File: src/rtl/snn_readout_pkg.sv
// rtl/snn_readout_pkg.sv - shared state encoding and default sizing for the spike-count readout
package snn_readout_pkg;

  typedef enum logic [1:0] {
    ACCUM = 2'd0,
    SCAN  = 2'd1,
    HOLD  = 2'd2
  } state_t;

  localparam int N_DEF      = 96;
  localparam int WINDOW_DEF = 50;
  localparam int CW_DEF     = 8;

endpackage

File: src/rtl/snn_readout_argmax.sv
// rtl/snn_readout_argmax.sv - sequential argmax, one neuron per cycle, strict compare so lowest index wins ties
module snn_readout_argmax
  import snn_readout_pkg::*;
#(
  parameter int N  = N_DEF,
  parameter int CW = CW_DEF
) (
  input  logic                    clk,
  input  logic                    rstn,
  input  logic                    clr,
  input  logic                    start,
  input  logic [N-1:0][CW-1:0]    counts,
  output logic                    done,
  output logic [$clog2(N)-1:0]    idx,
  output logic [CW-1:0]           best_count
);

  localparam int IW = $clog2(N);

  logic          r_busy;
  logic [IW-1:0] r_i;
  logic [IW-1:0] r_idx;
  logic [CW-1:0] r_best;
  logic          w_last;

  assign w_last = (r_i == IW'(N - 1));

  always_ff @(posedge clk) begin
    if (!rstn || clr) begin
      r_busy <= 1'b0;
      r_i    <= '0;
      r_idx  <= '0;
      r_best <= '0;
    end else if (start) begin
      r_busy <= 1'b1;
      r_i    <= '0;
      r_idx  <= '0;
      r_best <= '0;
    end else if (r_busy) begin
      if (counts[r_i] > r_best) begin
        r_best <= counts[r_i];
        r_idx  <= r_i;
      end
      if (w_last) begin
        r_busy <= 1'b0;
        r_i    <= '0;
      end else begin
        r_i <= r_i + IW'(1);
      end
    end
  end

  assign done       = r_busy && w_last;
  assign idx        = r_idx;
  assign best_count = r_best;

endmodule

File: src/rtl/snn_readout.sv
// rtl/snn_readout.sv - windowed spike counter with argmax classification; SNN_READOUT_COUNT_OUT_EN adds cls_count
module snn_readout
  import snn_readout_pkg::*;
#(
  parameter int N      = N_DEF,
  parameter int WINDOW = WINDOW_DEF,
  parameter int CW     = CW_DEF
) (
  input  logic                 clk,
  input  logic                 rstn,
  input  logic                 step_valid,
  input  logic [N-1:0]         spikes_vec,
  output logic                 step_ready,
  input  logic                 flush,
  output logic                 cls_valid,
  input  logic                 cls_ready,
  output logic [$clog2(N)-1:0] cls_idx,
  output logic                 cls_none
`ifdef SNN_READOUT_COUNT_OUT_EN
  ,
  output logic [CW-1:0]        cls_count
`endif
);

  localparam int          IW        = $clog2(N);
  localparam logic [15:0] LAST_STEP = 16'(WINDOW - 1);

  state_t               r_state;
  state_t               w_next;
  logic [N-1:0][CW-1:0] r_cnt;
  logic [15:0]          r_step;
  logic                 w_accept;
  logic                 w_last;
  logic                 w_take;
  logic                 w_done;
  logic                 w_scan_clr;
  logic [IW-1:0]        w_best_idx;
  logic [CW-1:0]        w_best_cnt;

  assign step_ready = (r_state == ACCUM);
  assign w_accept   = step_valid && step_ready;
  assign w_last     = (r_step == LAST_STEP);
  assign w_take     = (r_state == HOLD) && cls_ready;
  assign w_scan_clr = flush || w_take;

  always_ff @(posedge clk) begin
    if (!rstn) r_state <= ACCUM;
    else       r_state <= w_next;
  end

  always_comb begin
    w_next = r_state;
    case (r_state)
      ACCUM:   if (w_accept && w_last) w_next = SCAN;
      SCAN:    if (w_done) w_next = HOLD;
      HOLD:    if (cls_ready) w_next = ACCUM;
      default: w_next = ACCUM;
    endcase
    if (flush) w_next = ACCUM;
  end

  // Counts saturate at all-ones rather than wrapping.
  always_ff @(posedge clk) begin
    if (!rstn || flush) begin
      r_cnt  <= '0;
      r_step <= '0;
    end else if (w_take) begin
      r_cnt <= '0;
    end else if (w_accept) begin
      for (int n = 0; n < N; n++) begin
        if (spikes_vec[n] && (r_cnt[n] != {CW{1'b1}}))
          r_cnt[n] <= r_cnt[n] + CW'(1);
      end
      r_step <= w_last ? 16'd0 : r_step + 16'd1;
    end
  end

  snn_readout_argmax #(.N(N), .CW(CW)) u_argmax (
    .clk        (clk),
    .rstn       (rstn),
    .clr        (w_scan_clr),
    .start      (w_accept && w_last),
    .counts     (r_cnt),
    .done       (w_done),
    .idx        (w_best_idx),
    .best_count (w_best_cnt)
  );

  assign cls_valid = (r_state == HOLD);
  assign cls_idx   = w_best_idx;
  assign cls_none  = (r_state == HOLD) && (w_best_cnt == '0);
`ifdef SNN_READOUT_COUNT_OUT_EN
  assign cls_count = w_best_cnt;
`endif

endmodule

File: config.mk
export PLATFORM = sky130hd
export DESIGN_NAME = snn_readout
export DESIGN_NICKNAME = d
export VERILOG_FILES = /design/src/rtl/snn_readout_pkg.sv /design/src/rtl/snn_readout_argmax.sv /design/src/rtl/snn_readout.sv
export SDC_FILE = /design/constraint.sdc
export NUM_CORES = 2
export LEC_CHECK = 0
export CORE_UTILIZATION = 45
export DETAILED_ROUTE_END_ITERATION = 12
export SETUP_SLACK_MARGIN = 0.15
export SLEW_MARGIN = 25
export SYNTH_ARGS = -nofsm -noshare
export SYNTH_HDL_FRONTEND = slang
export SYNTH_SLANG_ARGS = --single-unit
File: constraint.sdc
create_clock -name clk -period 5.46 [get_ports clk]
set_input_delay 1.638 -clock clk [delete_from_list [all_inputs] [get_ports clk]]
set_output_delay 1.638 -clock clk [all_outputs]
set_load 0.05 [all_outputs]
==> results.toml <==
[layout]
layout-drive-gt1-share_pct = 10.8
area_delta_synth_final_pct = 12.6
final_nets = 4640
multi_input_area_um2 = 24200
stdcell_count = 5681
fillers = 8422
seq_area_um2 = 16200
n_antenna_cell = 0

[hold_path]
min_to = "r_step[15]"
min_from = "r_step[15]"
hold-path-cell-count = 2
hp-class = "reg2reg"

[critical_path]
cp_max_fo = 5
slowest_stage = "clkdlybuf4s50_1"
rr_endpoint = "u_argmax.idx[0]"
worstPathCellList = "nor2b_1 > and3_1 > clkdlybuf4s50_1"
slowest_delay_ns = 0.88
reg2reg_from = "u_argmax.r_i[1]"
cp.required_ns = 3.82
cp-end-kind = "output pin"
path_buf_inv = 1
cpLargestDelayFamily = "simple AND/OR/NAND/NOR gates"
crit_type = "reg2out"
arrival_ns = 2.87
r2r_slack_ns = 1.00
ff2ff_path_depth = 17
setup.worst_path.start_class = "flip-flop"

[cts]
cts_tree = "built"
clock_latency_ns = 0.66
cts_made_buffers = 91
cts-resized-gates = 0
cts-root-buf = "clkbuf_16"
clk_pin_slew_ns = 0.06
cts_htree_levels = 3
clock-sinks = 809
cts_setup_buffers = 0
ctsLongestPathBuffers = 3
ctsHoldBuffers = 0

[die]
die_x_um = 305
std_cell_rows = 110
die_h_um = 305
initial_core_util_pct = 45.7
ios = 111
dieArea_um2 = 93300
coreArea_um2 = 90600

[yosys]
async_flop_share_pct = 0
syn_inst = 4358
yosysWarnings = 0
ys_types = 62
synthesis.nets = 4566
syn_area_um2 = 41400
yosysSeqAreaShare_pct = 39.1
synth-seq-cells = 809
synth_edf_count = 0
synthFlopType = "dfxtp_1"
syn_area_per_cell_um2 = 9.50

[timing]
maxSlewHeadroom_pct = 31.2
hold_violations = 0
setup_tns_ns = 0
setup_viol = 0
fmax_mhz = 222
fin_crit_ns = 4.51
worst_pin_slew_ns = 1.03
drv_slew = 0
grt_setup_unrepaired = "false"
final.setup_skew_ns = 0.0265
period_share_pct = 82.6

[placed_design]
dpl.hpwl_mm = 74.4
gp_routability_congestion = 0.882
portBuffers = 110
dp.cells = 5515

[global_routing]
first_global_vias = 29800
grt_first_pass_wirelength_mm = 165
grt_max_degree = 169
gr-usage-all-layers_pct = 21.9
antenna_found_initial = 0
overflow = 0

[pwr]
ir_drop_v = 0.000234
p_leak_nw = 15.5
power_density_nw_per_um2 = 273

[routing]
vias = 31900
vias_per_cell = 5.62
drt.antenna.violating_nets = 0
dr.pass1.iters = 5
wirelength_mm = 103
drcViolationCount = 0
wl_per_cell_um = 18.2
drt_iter0_markers = 2046

[status]
status = "complete, no violations"

[flow_run]
maxCapViolations = 0
[power by group]
group	total (W)	switching, W	internal (W)
clock	0.00628	0.00252	0.00376
sequential	0.00598	0.0000429	0.00593
combinational	0.000473	0.000257	0.000216
[area by class of cell]
cell class | instances | area share [%]
timing repair buffer | 156 | 3.37
tap | 1176 | 3.16
clock buffer | 134 | 5.71
sequential | 809 | 34.8
inverter | 20 | 0.161
multi-input combinational | 3354 | 52.0
clock inverter | 32 | 0.878
[placed cells by master (no fill, tap or decap), types with 21 or more instances in the layout]
cell type,netlist,layout
dfxtp_1,809,806
nor2_1,642,642
xor2_1,380,380
nand2_1,363,362
nand4_1,279,279
mux2i_1,201,201
o21ai_0,193,193
a21oi_1,190,190
or3_1,183,183
mux4_2,141,141
xnor2_1,129,129
nand3_1,121,121
clkdlybuf4s50_1,0,110
ha_1,107,107
and3_1,98,98
clkbuf_16,0,93
mux2_2,65,65
o211a_4,60,60
buf_4,23,36
clkbuf_1,96,23
nor2b_1,22,21
[metal layers]
metal / vias up / global-route usage [%] / share of wire [%]
met3: 151 / 2.74 / 4.0
li1: 15900 / - / -
met1: 15300 / 30.5 / 47
met5: - / 0 / 0
met4: 0 / 5.94 / 2.5
met2: 577 / 35.5 / 46
[synth_stat cells (12+ instances only)]
| master | count | area, um^2 |
|---|---|---|
| dfxtp_1 | 809 | 16200 |
| nor2_1 | 642 | 2410 |
| xor2_1 | 380 | 3330 |
| nand2_1 | 363 | 1360 |
| nand4_1 | 279 | 1750 |
| mux2i_1 | 201 | 2010 |
| o21ai_0 | 193 | 966 |
| a21oi_1 | 190 | 951 |
| or3_1 | 183 | 1140 |
| mux4_2 | 141 | 3180 |
| xnor2_1 | 129 | 1130 |
| nand3_1 | 121 | 606 |
| ha_1 | 107 | 1340 |
| and3_1 | 98 | 613 |
| clkbuf_1 | 96 | 360 |
| mux2_2 | 65 | 732 |
| o211a_4 | 60 | 1050 |
| buf_2 | 32 | 160 |
| buf_4 | 23 | 173 |
| nor2b_1 | 22 | 138 |
| buf_6 | 20 | 225 |
| inv_1 | 18 | 67.6 |
| a221oi_1 | 15 | 131 |
| a22oi_1 | 15 | 113 |
| o211ai_1 | 15 | 113 |
| o22ai_1 | 15 | 93.8 |
| o211a_1 | 13 | 130 |
| o211a_2 | 12 | 120 |
[worst max-delay path by stage]
stage               cells past startpoint         endpoint             from  slack [ns]
global route                           17  u_argmax.idx[3]  u_argmax.r_i[1]        0.65
finish                                  3         cls_none       r_state[1]        0.95
CTS                                     3         cls_none       r_state[1]        0.94
detailed placement                     17  u_argmax.idx[0]  u_argmax.r_i[1]        1.05
floorplan                              19  u_argmax.idx[5]  u_argmax.r_i[0]        1.86
global placement                       17  u_argmax.idx[3]  u_argmax.r_i[1]        1.13
[state kept, by name (all words and copies together) (netlist names)]
register and flops:
u_argmax.r_i 7, u_argmax.idx 7, r_cnt 768, r_step 16
r_state 2, u_argmax.r_busy 1, u_argmax.best_count 8
[logic make-up (layout without fill, tap and decap cells)]
logic type      count (synthesis)  after routing  synth area share, %
fa+ha+maj                     107            107                 3.23
flops                         809            809                 39.1
xor+xnor                      509            509                 10.8
simple gates                 1746           1746                 20.0
compound gates                585            585                 10.1
mux                           407            407                 14.3
buf+inv                       195            342                 2.43
[per-stage QoR]
step / setup slack (ns) / cell area (um^2) / hold WS [ns] / power (W) / util [%]
after detailed placement: 1.05 / 43500 / 0.481 / 0.00658 / 48.1
after floorplan: 1.86 / 41400 / 0.459 / 0.00641 / -
final: 0.950 / 46600 / 0.492 / 0.0127 / 51.5
after global routing: 0.651 / 46600 / 0.518 / 0.0132 / 51.5
after global placement: 1.13 / 43500 / 0.480 / 0.00658 / 48.1
after CTS: 0.943 / 46600 / 0.493 / 0.0129 / 51.5
[worst register-to-register path, delay by kind of cell (launching register included)]
family	cells	cell delay, ns
AO/OA/AOI/OAI	9	1.58
AND/OR/NAND/NOR	3	0.59
buffers and inverters	3	0.76
multiplexers	1	0.24
adder cells (fa/ha/maj)	1	0.29
flip-flops	1	0.84
Power figures use the tool's default switching activity.
